## src/rtl/morse_pkg.sv

```systemverilog
// Shared definitions for the Morse transmitter.
// Holds the controller state encoding, the ASCII constants used by the
// character lookup, and the packed {valid, len, pat} code word. The same
// code-word layout is used by the interpreter's decode path, so it lives here.
package morse_pkg;

    typedef enum logic [2:0] {
        ST_IDLE       = 3'd0,
        ST_MARK       = 3'd1,
        ST_SYM_GAP    = 3'd2,
        ST_LETTER_GAP = 3'd3,
        ST_WORD_GAP   = 3'd4,
        ST_ERR        = 3'd5
    } morse_state_e;

    localparam logic [7:0] ASCII_SPACE = 8'h20;
    localparam logic [7:0] ASCII_UC_A  = 8'h41;
    localparam logic [7:0] ASCII_UC_Z  = 8'h5A;
    localparam logic [7:0] ASCII_LC_A  = 8'h61;
    localparam logic [7:0] ASCII_LC_Z  = 8'h7A;
    localparam logic [7:0] ASCII_0     = 8'h30;
    localparam logic [7:0] ASCII_9     = 8'h39;

    localparam int MAX_SYMS = 5;

    // One encoded character: pat[len-1] is the first symbol, 1 = dah.
    typedef struct packed {
        logic       valid;
        logic [2:0] len;
        logic [4:0] pat;
    } morse_code_t;

endpackage

```

## src/rtl/morse_encode_rom.sv

```systemverilog
// Combinational ASCII to Morse lookup.
// Ports:
//   ascii_i      - character to encode
//   code_valid_o - 1 for A-Z, a-z, 0-9
//   code_len_o   - number of symbols (0 when invalid)
//   code_pat_o   - symbols, first at code_pat_o[len-1], 1 = dah, 0 = dit
module morse_encode_rom
    import morse_pkg::*;
(
    input  logic [7:0] ascii_i,
    output logic       code_valid_o,
    output logic [2:0] code_len_o,
    output logic [4:0] code_pat_o
);

    logic [7:0]  upper_s;
    morse_code_t code_s;

    // Fold lowercase onto uppercase before the table lookup.
    always_comb begin
        upper_s = ascii_i;
        if ((ascii_i >= ASCII_LC_A) && (ascii_i <= ASCII_LC_Z)) begin
            upper_s = ascii_i - 8'h20;
        end else begin
            upper_s = ascii_i;
        end
    end

    // Character table.
    always_comb begin
        code_s = '{valid: 1'b0, len: 3'd0, pat: 5'b00000};
        case (upper_s)
            8'h41: code_s = {1'b1, 3'd2, 5'b00001}; // A .-
            8'h42: code_s = {1'b1, 3'd4, 5'b01000}; // B -...
            8'h43: code_s = {1'b1, 3'd4, 5'b01010}; // C -.-.
            8'h44: code_s = {1'b1, 3'd3, 5'b00100}; // D -..
            8'h45: code_s = {1'b1, 3'd1, 5'b00000}; // E .
            8'h46: code_s = {1'b1, 3'd4, 5'b00010}; // F ..-.
            8'h47: code_s = {1'b1, 3'd3, 5'b00110}; // G --.
            8'h48: code_s = {1'b1, 3'd4, 5'b00000}; // H ....
            8'h49: code_s = {1'b1, 3'd2, 5'b00000}; // I ..
            8'h4A: code_s = {1'b1, 3'd4, 5'b00111}; // J .---
            8'h4B: code_s = {1'b1, 3'd3, 5'b00101}; // K -.-
            8'h4C: code_s = {1'b1, 3'd4, 5'b00100}; // L .-..
            8'h4D: code_s = {1'b1, 3'd2, 5'b00011}; // M --
            8'h4E: code_s = {1'b1, 3'd2, 5'b00010}; // N -.
            8'h4F: code_s = {1'b1, 3'd3, 5'b00111}; // O ---
            8'h50: code_s = {1'b1, 3'd4, 5'b00110}; // P .--.
            8'h51: code_s = {1'b1, 3'd4, 5'b01101}; // Q --.-
            8'h52: code_s = {1'b1, 3'd3, 5'b00010}; // R .-.
            8'h53: code_s = {1'b1, 3'd3, 5'b00000}; // S ...
            8'h54: code_s = {1'b1, 3'd1, 5'b00001}; // T -
            8'h55: code_s = {1'b1, 3'd3, 5'b00001}; // U ..-
            8'h56: code_s = {1'b1, 3'd4, 5'b00001}; // V ...-
            8'h57: code_s = {1'b1, 3'd3, 5'b00011}; // W .--
            8'h58: code_s = {1'b1, 3'd4, 5'b01001}; // X -..-
            8'h59: code_s = {1'b1, 3'd4, 5'b01011}; // Y -.--
            8'h5A: code_s = {1'b1, 3'd4, 5'b01100}; // Z --..
            8'h30: code_s = {1'b1, 3'd5, 5'b11111}; // 0 -----
            8'h31: code_s = {1'b1, 3'd5, 5'b01111}; // 1 .----
            8'h32: code_s = {1'b1, 3'd5, 5'b00111}; // 2 ..---
            8'h33: code_s = {1'b1, 3'd5, 5'b00011}; // 3 ...--
            8'h34: code_s = {1'b1, 3'd5, 5'b00001}; // 4 ....-
            8'h35: code_s = {1'b1, 3'd5, 5'b00000}; // 5 .....
            8'h36: code_s = {1'b1, 3'd5, 5'b10000}; // 6 -....
            8'h37: code_s = {1'b1, 3'd5, 5'b11000}; // 7 --...
            8'h38: code_s = {1'b1, 3'd5, 5'b11100}; // 8 ---..
            8'h39: code_s = {1'b1, 3'd5, 5'b11110}; // 9 ----.
            default: code_s = {1'b0, 3'd0, 5'b00000};
        endcase
    end

    assign code_valid_o = code_s.valid;
    assign code_len_o   = code_s.len;
    assign code_pat_o   = code_s.pat;

endmodule

```

## src/rtl/morse_code_transmitter.sv

```systemverilog
// Morse keying transmitter: accepts one ASCII character per handshake and
// plays it out on morse_out as marks and gaps of fixed cycle counts.
// Ports:
//   clk, rst    - clock, asynchronous active-high reset
//   char_in     - ASCII character, captured when char_valid && char_ready
//   char_valid  - char_in is valid
//   char_ready  - high only while idle
//   morse_out   - keying output (1 = tone)
//   busy        - character (including its trailing gap) in progress
//   char_err    - one-cycle pulse for an accepted unencodable character
module morse_code_transmitter
    import morse_pkg::*;
#(
    parameter int unsigned DIT_CYCLES        = 6,
    parameter int unsigned DAH_CYCLES        = 8,
    parameter int unsigned SYM_GAP_CYCLES    = 2,
    parameter int unsigned LETTER_GAP_CYCLES = 20,
    parameter int unsigned WORD_GAP_CYCLES   = 40,
    parameter int unsigned CNT_W             = 24
) (
    input  logic       clk,
    input  logic       rst,
    input  logic [7:0] char_in,
    input  logic       char_valid,
    output logic       char_ready,
    output logic       morse_out,
    output logic       busy,
    output logic       char_err
);

    // Counters are loaded with N-1 and the state is left when they hit zero,
    // giving exactly N cycles per phase.
    localparam logic [CNT_W-1:0] DIT_LOAD    = CNT_W'(DIT_CYCLES - 1);
    localparam logic [CNT_W-1:0] DAH_LOAD    = CNT_W'(DAH_CYCLES - 1);
    localparam logic [CNT_W-1:0] SYM_LOAD    = CNT_W'(SYM_GAP_CYCLES - 1);
    localparam logic [CNT_W-1:0] LETTER_LOAD = CNT_W'(LETTER_GAP_CYCLES - 1);
    localparam logic [CNT_W-1:0] WORD_LOAD   = CNT_W'(WORD_GAP_CYCLES - 1);

    morse_state_e     state_q, state_d;
    logic [CNT_W-1:0] cnt_q, cnt_d;
    logic [4:0]       pat_q, pat_d;     // current symbol always at bit 4
    logic [2:0]       left_q, left_d;   // symbols remaining after the current one
    logic             morse_q, morse_d;
    logic             err_q, err_d;
    logic             busy_q, busy_d;

    logic             rom_valid_s;
    logic [2:0]       rom_len_s;
    logic [4:0]       rom_pat_s;
    logic [4:0]       rom_aligned_s;

    morse_encode_rom u_rom (
        .ascii_i      (char_in),
        .code_valid_o (rom_valid_s),
        .code_len_o   (rom_len_s),
        .code_pat_o   (rom_pat_s)
    );

    // Left-justify the pattern so the first symbol sits at bit 4.
    assign rom_aligned_s = rom_pat_s << (3'd5 - rom_len_s);

    // Next-state, counter and output decode.
    always_comb begin
        state_d = state_q;
        cnt_d   = cnt_q;
        pat_d   = pat_q;
        left_d  = left_q;
        case (state_q)
            ST_IDLE: begin
                if (char_valid) begin
                    if (rom_valid_s) begin
                        state_d = ST_MARK;
                        pat_d   = rom_aligned_s;
                        left_d  = rom_len_s - 3'd1;
                        cnt_d   = rom_aligned_s[4] ? DAH_LOAD : DIT_LOAD;
                    end else if (char_in == ASCII_SPACE) begin
                        state_d = ST_WORD_GAP;
                        cnt_d   = WORD_LOAD;
                    end else begin
                        state_d = ST_ERR;
                    end
                end else begin
                    state_d = ST_IDLE;
                end
            end
            ST_MARK: begin
                if (cnt_q == '0) begin
                    if (left_q != 3'd0) begin
                        state_d = ST_SYM_GAP;
                        cnt_d   = SYM_LOAD;
                    end else begin
                        // Letter gap takes the place of the symbol gap.
                        state_d = ST_LETTER_GAP;
                        cnt_d   = LETTER_LOAD;
                    end
                end else begin
                    cnt_d = cnt_q - 1'b1;
                end
            end
            ST_SYM_GAP: begin
                if (cnt_q == '0) begin
                    state_d = ST_MARK;
                    pat_d   = pat_q << 1;
                    left_d  = left_q - 3'd1;
                    cnt_d   = pat_q[3] ? DAH_LOAD : DIT_LOAD;
                end else begin
                    cnt_d = cnt_q - 1'b1;
                end
            end
            ST_LETTER_GAP, ST_WORD_GAP: begin
                if (cnt_q == '0) begin
                    state_d = ST_IDLE;
                end else begin
                    cnt_d = cnt_q - 1'b1;
                end
            end
            ST_ERR: begin
                state_d = ST_IDLE;
            end
            default: begin
                state_d = ST_IDLE;
            end
        endcase

        // Outputs are registered from the next state so morse_out rises on
        // the accepting edge.
        morse_d = (state_d == ST_MARK);
        err_d   = (state_d == ST_ERR);
        busy_d  = (state_d != ST_IDLE);
    end

    // State, counter and output registers.
    always_ff @(posedge clk or posedge rst) begin
        if (rst) begin
            state_q <= ST_IDLE;
            cnt_q   <= '0;
            pat_q   <= 5'b00000;
            left_q  <= 3'd0;
            morse_q <= 1'b0;
            err_q   <= 1'b0;
            busy_q  <= 1'b0;
        end else begin
            state_q <= state_d;
            cnt_q   <= cnt_d;
            pat_q   <= pat_d;
            left_q  <= left_d;
            morse_q <= morse_d;
            err_q   <= err_d;
            busy_q  <= busy_d;
        end
    end

    assign morse_out  = morse_q;
    assign char_err   = err_q;
    assign busy       = busy_q;
    assign char_ready = ~busy_q;

endmodule

```

## config.mk

```make
export PLATFORM = sky130hd
export DESIGN_NAME = morse_code_transmitter
export DESIGN_NICKNAME = d
export VERILOG_FILES = /design/src/rtl/morse_pkg.sv /design/src/rtl/morse_encode_rom.sv /design/src/rtl/morse_code_transmitter.sv
export SDC_FILE = /design/constraint.sdc
export NUM_CORES = 1
export LEC_CHECK = 0
export CAP_MARGIN = 20
export CORE_MARGIN = 4
export CORE_UTILIZATION = 66
export DETAILED_ROUTE_END_ITERATION = 16
export GPL_TIMING_DRIVEN = 0
export MAX_ROUTING_LAYER = met4
export PLACE_DENSITY_LB_ADDON = 0.05
export SETUP_SLACK_MARGIN = 0.4
export SLEW_MARGIN = 5
export SYNTH_ARGS = -nofsm -noshare
export SYNTH_HDL_FRONTEND = slang
export SYNTH_HIERARCHICAL = 1
export SYNTH_SLANG_ARGS = --single-unit
```

## constraint.sdc

```tcl
create_clock -name clk -period 5.9 [get_ports clk]
set_input_delay 1.18 -clock clk [delete_from_list [all_inputs] [get_ports clk]]
set_output_delay 1.18 -clock clk [all_outputs]
set_load 0.005 [all_outputs]
```

==> reports/metrics.csv, run 1 <==
stage,metric,value,unit
finish,final_cell_area,3620,µm²
floorplanning,dieArea,6210,µm²
clock_tree,clkTransAtPathRegs,0.08,ns
sta,finalCriticalPeriod,5.24,ns
synthesis,syn_area_per_cell,8.40,µm²
synthesis,ys_async_sr_fraction,100,%
worst_setup_path,end_kind,register,
sta,max_freq,191,MHz
sta,setup_violations,0,
global_routing,grt.total_usage,30.6,%
detailed_routing,ant_nets,0,
global_routing,grt_pass1_wl,15.0,mm
sta,setup_ws,0.656,ns
sta,maxSlewHeadroom,30.4,%
sta,hold_viol_final,0,
global_routing,grt_pass1_vias,3187,
synthesis,ys_types,66,
detailed_routing,drtIter0Drc,612,
detailed_routing,drc,0,
worst_setup_path,crit_arrival,5.43,ns
finish,fin_nets,437,
worst_setup_path,reg2reg_depth,8,
worst_setup_path,path_class,input pin to register,
global_routing,grt-ovfl-total,0,
floorplanning,num_io_pins,15,
clock_tree,cts_root_buf,clkbuf_8,
synthesis,synthesis.instances,394,
floorplanning,num_rows,25,
floorplanning,core_area,4790,µm²
hold_path,min_to,pat_q[0]$_DFFE_PP0P_,
worst_setup_path,timing.reg2reg.setup_slack,2.75,ns
finish,fill_cells,364,
power_and_ir_drop,power_frac_comb,14.1,%
place,place_congestion,0.956,
clock_tree,clock_path_buffers,2,
clock_tree,cts_sinks,37,
hold_path,hold_class,register to register,
detailed_routing,vias_per_cell,7.09,
global_routing,grt_max_degree,38,
global_routing,antenna_found_initial,0,
floorplanning,initial_utilization,69.1,%
sta,skew,0.00830,ns
synthesis,ys_ff_latch,37,
worst_setup_path,reg2reg_from,cnt_q[0]$_DFFE_PP0P_,
worst_setup_path,cp.required,6.08,ns
detailed_routing,first_pass_iters,5,
synthesis,seq_area_frac_synth,28.0,%
place,dp_hpwl,6.41,mm
clock_tree,post-cts-setup-buffers,0,
clock_tree,cts_buffers,5,
floorplanning,dieWidth,78.8,µm
hold_path,hold_start,pat_q[0]$_DFFE_PP0P_,
power_and_ir_drop,power.internal,364,µW
detailed_routing,vias,3432,
finish,stdcell_count,484,
sta,rsz0062_at_grt,false,
finish,final_common_cell,a21oi_1,
synthesis,syn_nets,415,
run,max_cap_viol_count,0,
worst_setup_path,cp_max_fo,10,
sta,fin_crit_sh,88.9,%
floorplanning,fp.dieH,78.8,µm
power_and_ir_drop,worst_ir_drop_vdd,169,µV
detailed_routing,wl,8.96,mm
power_and_ir_drop,p_sw,137,µW
power_and_ir_drop,switching_share,27.3,%
synthesis,syn_area,3310,µm²
synthesis,yosys_warnings,6,
power_and_ir_drop,leakage,0.00139,µW
finish,area_growth,9.57,%
sta,finalMaxSlewViolations,0,
place,placed_cells_incl_taps,476,
clock_tree,clock_latency,0.29,ns
place,dp_slack,0.392,ns
power_and_ir_drop,power_density,138,nW/µm²
sta,worst_pin_slew,1.04,ns
worst_setup_path,reg2reg_to,cnt_q[23]$_DFFE_PP0P_,
sta,tns,0,ns
power_and_ir_drop,p_clk_share,34.8,%
place,port_buffers,14,
finish,final_util,75.7,%
clock_tree,cts_tree,built,
power_and_ir_drop,pwr-share-seq,51.0,%
finish,antenna_cells,0,
outcome,status,"finished, final reports clean",
worst_setup_path,startpoint_type,input pin,
synthesis,synth_ff_type,dfrtp_1,
synthesis,synth_edf_count,0,
hold_path,hold_depth,1,
finish,final_cell_mix,"39 x a21oi_1, 37 x dfrtp_1, 25 x nand2_1, 25 x nor2_1, 19 x or4_1",
finish,final_layout_size_suffix_gt1_share,11.3,%
place,placed_cell_area,3540,µm²
clock_tree,h-tree-depth,2,
detailed_routing,wire_per_inst,18.5,µm
## per-stage QoR
stage,power [µW],hold slack [ns]
floorplan,307,0.479
global placement,328,0.491
detailed placement,330,0.495
CTS,505,0.513
global route,521,0.537
finish,501,0.510
## metal layers
metal  track usage, %  vias to the layer above  wire length [µm]
li1                 -                     1583                 -
met1             40.9                     1618              3920
met2             46.8                      204              4030
met3             6.46                       27               818
met4             9.62                        0               181
met5                -                        -                 0
## worst max-delay path by stage
stage                     startpoint                     to  slack [ns]  cells past startpoint
after detailed placement  char_in[1]  cnt_q[21]$_DFFE_PP0P_        0.39                     15
after CTS                 char_in[1]  cnt_q[21]$_DFFE_PP0P_        0.67                     15
after global routing      char_in[1]  cnt_q[15]$_DFFE_PP0P_        0.44                     15
after global placement    char_in[1]   cnt_q[9]$_DFFE_PP0P_        0.44                     15
final                     char_in[1]  cnt_q[15]$_DFFE_PP0P_        0.66                     15
after floorplan           char_in[1]  cnt_q[10]$_DFFE_PP0P_        1.76                     14
## Yosys cell counts (4+ instances only)
master    count  area [µm²]
a211oi_1      7        52.6
nand3_1      11        55.1
mux2i_1       7        70.1
clkbuf_1     16        60.1
mux2_2        8        90.1
o21ai_0      12        60.1
or3_1         6        37.5
o41ai_1       7        61.3
dfrtp_1      37         926
nor3_1       11        55.1
o31ai_1      16         120
nor4_1        8        50.1
nor2_1       25        93.8
nor2b_1       8        50.1
nand2_1      25        93.8
nor3b_1       8        60.1
nand4_1       6        37.5
inv_1        15        56.3
a31oi_1       4        25.0
or4_1        19         143
a21oi_1      39         195
nand4b_1      4        35.0
nand2b_1      4        25.0
or2_2         4        25.0
o21a_1        4        30.0
buf_1         4        15.0
o211ai_1      4        30.0
ha_1         10         125
## cell families (layout without fill, tap and decap cells)
group           count (synthesis)  count (layout)  share of synthesized area (%)
flops                          37              37                           28.0
compound gates                129             129                           27.5
fa+ha+maj                      10              10                           3.78
mux                            15              15                           4.84
buf+inv                        43              66                           6.35
simple gates                  155             155                           28.3
xor+xnor                        5               5                           1.32
## flip-flops by register name, indices dropped and copies added (netlist names)
signal,flops
busy,1
state_q,3
pat_q,4
cnt_q,24
left_q,3
morse_out,1
char_err,1
## worst max-delay path: stages
cell	delay, ns
clkdlybuf4s50_1	0.53
clkbuf_1	0.30
inv_1	0.19
ha_1	0.19
or4b_4	0.48
or3_1	0.33
o2111a_2	0.23
o211ai_1	0.14
a21oi_1	0.20
a21oi_1	0.22
o21a_1	0.41
clkbuf_1	0.42
buf_4	0.27
nor3_2	0.07
nor4_2	0.28
## repair_timing
action,4_1_cts,5_1_grt
endpoints found under the setup margin,0,9
endpoints found under the hold margin,0,0
hold buffers,0,0
resized for setup,0,2
## layout make-up
class | count | area (µm²) | share of cell area [%]
plain buffers | 28 | 155 | 4.28
clock buffers | 5 | 68.8 | 1.90
multi-input cells | 314 | 2170 | 59.9
clock inverters | 3 | 17.5 | 0.483
flip-flops and latches | 37 | 926 | 25.5
repair buffers | 15 | 145 | 4.00
inverters | 15 | 56.3 | 1.55
well taps | 67 | 83.8 | 2.31
## power groups by stage
stage	Sequential, µW	Combinational (µW)	Clock (µW)
2_1_floorplan	260	47.3	0
3_3_place_gp	260	67.7	0
3_5_place_dp	261	69.0	0
4_1_cts	255	69.5	180
5_1_grt	256	77.7	188
6_report	255	70.7	174
No activity file was read; power rests on OpenSTA's default activity.
==> run 2, diff against run 1 <==
--- a/config.mk
+++ b/config.mk
@@ -5,7 +5,9 @@
 export SDC_FILE = /design/constraint.sdc
 export NUM_CORES = 1
 export LEC_CHECK = 0
+export ABC_AREA = 1
 export CAP_MARGIN = 20
+export CORE_ASPECT_RATIO = 1.75
 export CORE_MARGIN = 4
 export CORE_UTILIZATION = 66
 export DETAILED_ROUTE_END_ITERATION = 16
==> reports/metrics.csv, run 2 <==
stage,metric,value,unit,change
power_and_ir_drop,pwr-share-seq,49.1,%,-1.9 points
floorplanning,fp.dieH,102,µm,+29%
synthesis,yosys_warnings,6,,unchanged
worst_setup_path,end_kind,register,,
floorplanning,initial_utilization,69.4,%,+0.29 points
finish,antenna_cells,0,,unchanged
place,port_buffers,14,,unchanged
finish,regArea,926,µm²,unchanged
synthesis,ys_async_sr_fraction,100,%,unchanged
detailed_routing,wire_per_inst,14.6,µm,-21%
worst_setup_path,slowest_delay,0.69,ns,+0.16 ns
finish,regMostFlops,cnt_q,,
worst_setup_path,cp_slowest_cell,clkdlybuf4s50_1,,
run,max_cap_viol_count,0,,unchanged
place,dp_hpwl,7.14,mm,+11%
worst_setup_path,endpoint,cnt_q[1]$_DFFE_PP0P_,,
global_routing,grt.total_usage,31.4,%,+0.83 points
finish,final_layout_size_suffix_gt1_share,9.52,%,-1.8 points
sta,worst_pin_slew,0.775,ns,-0.266 ns
worst_setup_path,path_buf_inv,5,,unchanged
sta,holdWs,0.487,ns,-0.0233 ns
clock_tree,cts_buffers,5,,unchanged
detailed_routing,drtIter0Drc,183,,-70%
clock_tree,h-tree-depth,2,,unchanged
clock_tree,cts_sinks,37,,unchanged
synthesis,syn_area_per_cell,6.21,µm²,-26%
sta,max_freq,234,MHz,+23%
floorplanning,dieWidth,61.7,µm,-22%
power_and_ir_drop,worst_ir_drop_vdd,147,µV,-13%
finish,multiInputGateArea,2080,µm²,-4.0%
worst_setup_path,crit_chain,clkdlybuf4s50_1 -> inv_1 -> ha_1 -> inv_1 -> nand3_1 -> nand3_4 -> nand3_1 -> nand2_1 -> nand2_2 -> nor2_1 -> nor2_1 -> a21oi_2 -> nand2_4 -> buf_8 -> buf_6 -> nor2_1 -> nand2_1 -> nand2_1,,
global_routing,antenna_found_initial,0,,unchanged
clock_tree,post-cts-setup-buffers,0,,unchanged
place,placed_cells_incl_taps,601,,+26%
floorplanning,core_area,4790,µm²,about the same
finish,largestRegisters,"cnt_q x24, pat_q x4",,
synthesis,yosysTopAreaCell,dfrtp_1,,
synthesis,synthTopCellsByArea,"dfrtp_1 28%, nand2_1 19%, nor2_1 10%",,
detailed_routing,drc,0,,unchanged
worst_setup_path,timing.reg2reg.setup_slack,3.88,ns,+1.13 ns
synthesis,synth_edf_count,0,,unchanged
power_and_ir_drop,power.internal,365,µW,+0.27%
sta,maxSlewHeadroom,48.2,%,+18 points
power_and_ir_drop,p_clk_share,34.3,%,-0.5 points
synthesis,synth_top_area_share,27.9,%,-0.14 points
sta,rsz0062_at_grt,false,,
hold_path,hold_class,register to register,,
global_routing,use_met1,24.7,%,-16 points
global_routing,busiest_layer,met2,,
clock_tree,cts_resized,0,,unchanged
finish,final_common_cell,nand2_1,,
finish,largest_register_ffs,24,,unchanged
outcome,status,"finished, final reports clean",,
worst_setup_path,path_class,input pin to register,,
clock_tree,clkTransAtPathRegs,0.08,ns,about the same
synthesis,syn_nets,556,,+34%
synthesis,ys_types,39,,-41%
place,place_congestion,0.947,,-0.94%
finish,stdcell_count,609,,+26%
synthesis,ys_ff_latch,37,,unchanged
detailed_routing,ant_nets,0,,unchanged
power_and_ir_drop,p_sw,152,µW,+11%
global_routing,grt_pass1_wl,14.4,mm,-4.4%
sta,fin_crit_sh,72.4,%,-17 points
worst_setup_path,reg2reg_from,cnt_q[0]$_DFFE_PP0P_,,
finish,fin_nets,577,,+32%
finish,fill_cells,410,,+13%
synthesis,syn_area,3320,µm²,+0.49%
global_routing,grt_use_met2,58.5,%,+12 points
global_routing,grtUsageMet3,5.94,%,-0.52 points
sta,setup_violations,0,,unchanged
clock_tree,postCtsHoldBufs,0,,unchanged
worst_setup_path,reg2reg_to,cnt_q[3]$_DFFE_PP0P_,,
finish,area_growth,8.66,%,
detailed_routing,vias_per_cell,5.74,,-19%
sta,hold_viol_final,0,,unchanged
power_and_ir_drop,leakage,0.00179,µW,+29%
synthesis,seq_area_frac_synth,27.9,%,-0.14 points
worst_setup_path,reg2reg_depth,10,,+2
sta,skew,0.0103,ns,+0.00198 ns
synthesis,synth_common_cells,"166 x nand2_1, 89 x nor2_1, 61 x inv_1",,
worst_setup_path,cp_max_fo,10,,unchanged
worst_setup_path,cp.required,6.14,ns,+0.06 ns
floorplanning,num_rows,33,,+32%
worst_setup_path,crit_arrival,4.50,ns,-0.93 ns
power_and_ir_drop,power_frac_comb,16.6,%,+2.5 points
floorplanning,num_io_pins,15,,unchanged
sta,tns,0,ns,unchanged
worst_setup_path,crit_cells,18,,+3
synthesis,synth_ff_type,dfrtp_1,,
global_routing,grt_max_degree,38,,unchanged
clock_tree,clock_path_buffers,2,,unchanged
floorplanning,dieArea,6280,µm²,+1.2%
synthesis,synthesis.instances,535,,+36%
detailed_routing,vias,3494,,+1.8%
finish,final_cell_mix,"166 x nand2_1, 89 x nor2_1, 60 x inv_1",,
global_routing,grt-ovfl-total,0,,unchanged
worst_setup_path,crit_start,char_in[1],,
global_routing,grt_pass1_vias,3425,,+7.5%
power_and_ir_drop,switching_share,29.5,%,+2.1 points
synthesis,yosys.cell_count.top_type,nand2_1,,
detailed_routing,wl,8.88,mm,-0.82%
detailed_routing,first_pass_iters,7,,+2
worst_setup_path,startpoint_type,input pin,,
power_and_ir_drop,power_density,143,nW/µm²,+3.6%
sta,finalMaxSlewViolations,0,,unchanged
worst_setup_path,critPathTopFamily,simple AND/OR/NAND/NOR gates,,
clock_tree,clock_latency,0.29,ns,about the same
clock_tree,cts_tree,built,,
sta,finalCriticalPeriod,4.27,ns,-0.976 ns
clock_tree,cts_root_buf,clkbuf_8,,
[run 2: tightest hold or removal path: stages, from the launching register on]
cell	delay [ns]
dfrtp_1	0.35
nand2_1	0.05
o21ai_0	0.06
[run 2: logic make-up after synthesis]
group,synth area share [%]
AO/OA/AOI/OAI,9.03
XOR/XNOR,3.16
adder cells (fa/ha/maj),3.76
buffers and inverters,9.45
flip-flops,27.9
multiplexers,0.301
AND/OR/NAND/NOR,46.4
[run 2: stage by stage]
step	util [%]	worst slack (ns)	cell area [µm²]	power [µW]
CTS	75.4	1.72	3610	513
global placement	73.7	1.45	3530	342
detailed placement	73.7	1.42	3530	343
global route	75.4	1.42	3610	540
finish	75.4	1.63	3610	517
floorplan	-	2.64	3320	317
[run 2: final cells by class]
cell class	instances	area share, %
Buffer	9	1.94
Clock buffer	6	2.01
Clock inverter	2	0.277
Inverter	65	6.75
Multi-Input combinational cell	424	57.7
Sequential cell	37	25.6
Tap cell	52	1.80
Timing Repair Buffer	14	3.88
[run 2: worst min path at each step]
stage	endpoint	cells past startpoint	from
2_1_floorplan	pat_q[1]$_DFFE_PP0P_	2	pat_q[1]$_DFFE_PP0P_
3_3_place_gp	pat_q[1]$_DFFE_PP0P_	2	pat_q[1]$_DFFE_PP0P_
3_5_place_dp	pat_q[1]$_DFFE_PP0P_	2	pat_q[1]$_DFFE_PP0P_
4_1_cts	pat_q[1]$_DFFE_PP0P_	2	pat_q[1]$_DFFE_PP0P_
5_1_grt	pat_q[1]$_DFFE_PP0P_	2	pat_q[1]$_DFFE_PP0P_
6_report	pat_q[1]$_DFFE_PP0P_	2	pat_q[1]$_DFFE_PP0P_
[run 2: per-layer routing]
metal	routed length, µm	share of wire, %
met1	2950	33
met4	641	7.2
met5	0	0
met2	5000	56
met3	296	3.3
[run 2: power groups by stage]
stage / clock network (µW) / logic (µW) / registers [µW]
finish: 177 / 85.7 / 254
global route: 190 / 96.4 / 254
detailed placement: 0 / 84.2 / 259
CTS: 174 / 84.6 / 254
global placement: 0 / 82.7 / 259
floorplan: 0 / 58.2 / 259
==> run 3, diff against run 2 <==
--- a/config.mk
+++ b/config.mk
@@ -9,7 +9,7 @@
 export CAP_MARGIN = 20
 export CORE_ASPECT_RATIO = 1.75
 export CORE_MARGIN = 4
-export CORE_UTILIZATION = 66
+export CORE_UTILIZATION = 56
 export DETAILED_ROUTE_END_ITERATION = 16
 export GPL_TIMING_DRIVEN = 0
 export MAX_ROUTING_LAYER = met4
==> constraint.sdc (replaced) <==
create_clock -name clk -period 3.48 [get_ports clk]
set_input_delay 0.696 -clock clk [delete_from_list [all_inputs] [get_ports clk]]
set_output_delay 0.696 -clock clk [all_outputs]
set_load 0.005 [all_outputs]
==> reports/metrics.csv, run 3 (synthesis gave the netlist of run 2 again) <==
stage,metric,value,unit,change
detailed_routing,wire_per_inst,13.7,µm,-5.8%
worst_setup_path,slowest_delay,0.25,ns,-0.44 ns
worst_setup_path,cp.required,3.71,ns,-2.43 ns
sta,worst_pin_slew,0.773,ns,-0.00210 ns
detailed_routing,drtIter0Drc,171,,-6.6%
hold_path,hold_depth,2,,unchanged
place,placed_cell_area,3560,µm²,+0.85%
sta,fin_crit_sh,82.9,%,
finish,area_growth,13.3,%,
power_and_ir_drop,p_total,894,µW,+73%
worst_setup_path,cp_slowest_cell,ha_1,,
worst_setup_path,reg2reg_depth,10,,unchanged
detailed_routing,drc,0,,unchanged
detailed_routing,first_pass_iters,5,,-2
sta,maxSlewHeadroom,48.4,%,+0.14 points
clock_tree,cts_sinks,37,,unchanged
clock_tree,clkTransAtPathRegs,0.07,ns,about the same
clock_tree,cts_tree,built,,
power_and_ir_drop,leakage,0.00187,µW,+4.3%
finish,regMostFlops,cnt_q,,
detailed_routing,vias,3495,,+0.029%
finish,final_cell_area,3770,µm²,+4.3%
hold_path,min_to,pat_q[2]$_DFFE_PP0P_,,
sta,finalMaxSlewViolations,0,,unchanged
floorplanning,dieArea,7280,µm²,+16%
global_routing,grt.total_usage,26.5,%,-4.9 points
worst_setup_path,path_buf_inv,3,,-2
hold_path,hold_start,pat_q[2]$_DFFE_PP0P_,,
detailed_routing,ant_nets,0,,unchanged
worst_setup_path,critPathTopFamily,simple AND/OR/NAND/NOR gates,,
clock_tree,cts_buffers,5,,unchanged
worst_setup_path,timing.reg2reg.setup_slack,1.45,ns,-2.43 ns
global_routing,grt_pass1_vias,3434,,+0.26%
sta,setup_violations,0,,unchanged
clock_tree,clock_latency,0.30,ns,about the same
worst_setup_path,reg2reg_to,cnt_q[8]$_DFFE_PP0P_,,
sta,rsz0062_at_grt,false,,
worst_setup_path,path_common_cell,nand2_1,,
floorplanning,initial_utilization,58.6,%,-11 points
power_and_ir_drop,power_density,237,nW/µm²,+66%
floorplanning,num_rows,36,,+9.1%
worst_setup_path,end_kind,register,,
clock_tree,h-tree-depth,2,,unchanged
run,max_cap_viol_count,0,,unchanged
finish,final_layout_size_suffix_gt1_share,12.4,%,+2.9 points
power_and_ir_drop,worst_ir_drop_vdd,140,µV,-4.9%
finish,antenna_cells,0,,unchanged
sta,tns,0,ns,unchanged
detailed_routing,vias_per_cell,5.47,,-4.7%
sta,finalCriticalPeriod,2.89,ns,
finish,final_cell_mix,"166 x nand2_1, 84 x nor2_1, 58 x inv_1",,
finish,largestRegisters,"cnt_q x24, pat_q x4",,
sta,skew,0.00927,ns,-0.00102 ns
global_routing,grt_pass1_wl,14.5,mm,+0.82%
worst_setup_path,reg2reg_from,cnt_q[0]$_DFFE_PP0P_,,
worst_setup_path,crit_chain,clkbuf_4 -> inv_2 -> ha_1 -> a21oi_2 -> nand2_2 -> nand3_4 -> nor2_1 -> nor2_2 -> nand2_4 -> nor2_4 -> nor2_2 -> a21oi_2 -> nand2_4 -> buf_12 -> nor2_4 -> nand2_1 -> nand2_1 -> nand2_1 -> nor2_1,,
floorplanning,num_io_pins,15,,unchanged
sta,holdWs,0.495,ns,+0.00775 ns
worst_setup_path,startpoint_type,input pin,,
place,place_congestion,0.981,,+3.6%
finish,fin_nets,584,,+1.2%
place,dp_hpwl,6.97,mm,-2.4%
worst_setup_path,crit_arrival,3.11,ns,-1.39 ns
finish,largest_register_ffs,24,,unchanged
floorplanning,fp.dieH,110,µm,+7.9%
hold_path,hold_class,register to register,,
floorplanning,core_area,5680,µm²,+18%
clock_tree,clock_path_buffers,2,,unchanged
detailed_routing,wl,8.78,mm,-1.1%
sta,max_freq,346,MHz,
outcome,status,"finished, final reports clean",,
worst_setup_path,cp_max_fo,8,,-2
place,port_buffers,14,,unchanged
finish,final_common_cell,nand2_1,,
global_routing,grt-ovfl-total,0,,unchanged
sta,hold_viol_final,0,,unchanged
global_routing,grt_max_degree,38,,unchanged
global_routing,antenna_found_initial,0,,unchanged
worst_setup_path,path_class,input pin to register,,
clock_tree,cts_root_buf,clkbuf_8,,
floorplanning,dieWidth,66.2,µm,+7.5%
[run 3: through the flow]
step | utilization (%) | instances | worst slack, ns
floorplan | - | 535 | 0.701
finish | 66.4 | 639 | 0.594
detailed placement | 62.7 | 625 | -0.506
global route | 66.4 | 639 | 0.392
global placement | 62.7 | 625 | -0.457
CTS | 64.4 | 632 | 0.411
[run 3: repair_timing]
item / in CTS / in global routing
gates cloned: 0 / 1
endpoints found under the setup margin: 36 / 32
gates resized for setup: 12 / 24
buffers inserted: 0 / 6
hold buffers: 0 / 0
pin swaps: 0 / 10
[run 3: area by class of cell]
| cell class | count | area [µm²] |
|---|---|---|
| buffer | 9 | 81.3 |
| fill | 566 | 1910 |
| timing repair buffer | 21 | 204 |
| inverter | 65 | 246 |
| multi-input combinational | 424 | 2130 |
| tap | 76 | 95.1 |
| sequential | 37 | 926 |
| clock buffer | 7 | 86.3 |
[run 3: metal layers]
layer	vias to the layer above	part of all wire (%)	GRT usage (%)
met5	-	0	-
met4	0	8.5	18.3
met3	64	2.9	3.17
met2	120	56	53.5
met1	1553	32	20.4
li1	1758	-	-
[run 3: where the power goes]
part	internal [µW]	leakage, µW	switching [µW]
Sequential	430	0.000423	0.459
Combinational	53.9	0.00140	100
Clock	157	0.0000443	152
Total	641	0.00187	252
[run 3: how the worst max path moves through the flow]
| stage | start | to | slack (ns) | depth (start not counted) |
|---|---|---|---|---|
| detailed placement | char_in[1] | cnt_q[8]$_DFFE_PP0P_ | -0.51 | 16 |
| floorplan | char_in[0] | cnt_q[2]$_DFFE_PP0P_ | 0.70 | 17 |
| global placement | char_in[1] | cnt_q[23]$_DFFE_PP0P_ | -0.46 | 16 |
| global route | char_in[0] | cnt_q[22]$_DFFE_PP0P_ | 0.39 | 19 |
| CTS | char_in[0] | cnt_q[8]$_DFFE_PP0P_ | 0.41 | 17 |
| finish | char_in[0] | cnt_q[22]$_DFFE_PP0P_ | 0.59 | 19 |
[run 3: worst reg2reg max path: stages (launching register included)]
cell and delay (ns):
dfrtp_1 0.42, inv_1 0.12, ha_1 0.17, nand3_1 0.09, nor2_2 0.17, nand3_2 0.14, nand2_1 0.15, nand3_2 0.16
nor2_4 0.21, buf_4 0.22, nor2_1 0.07
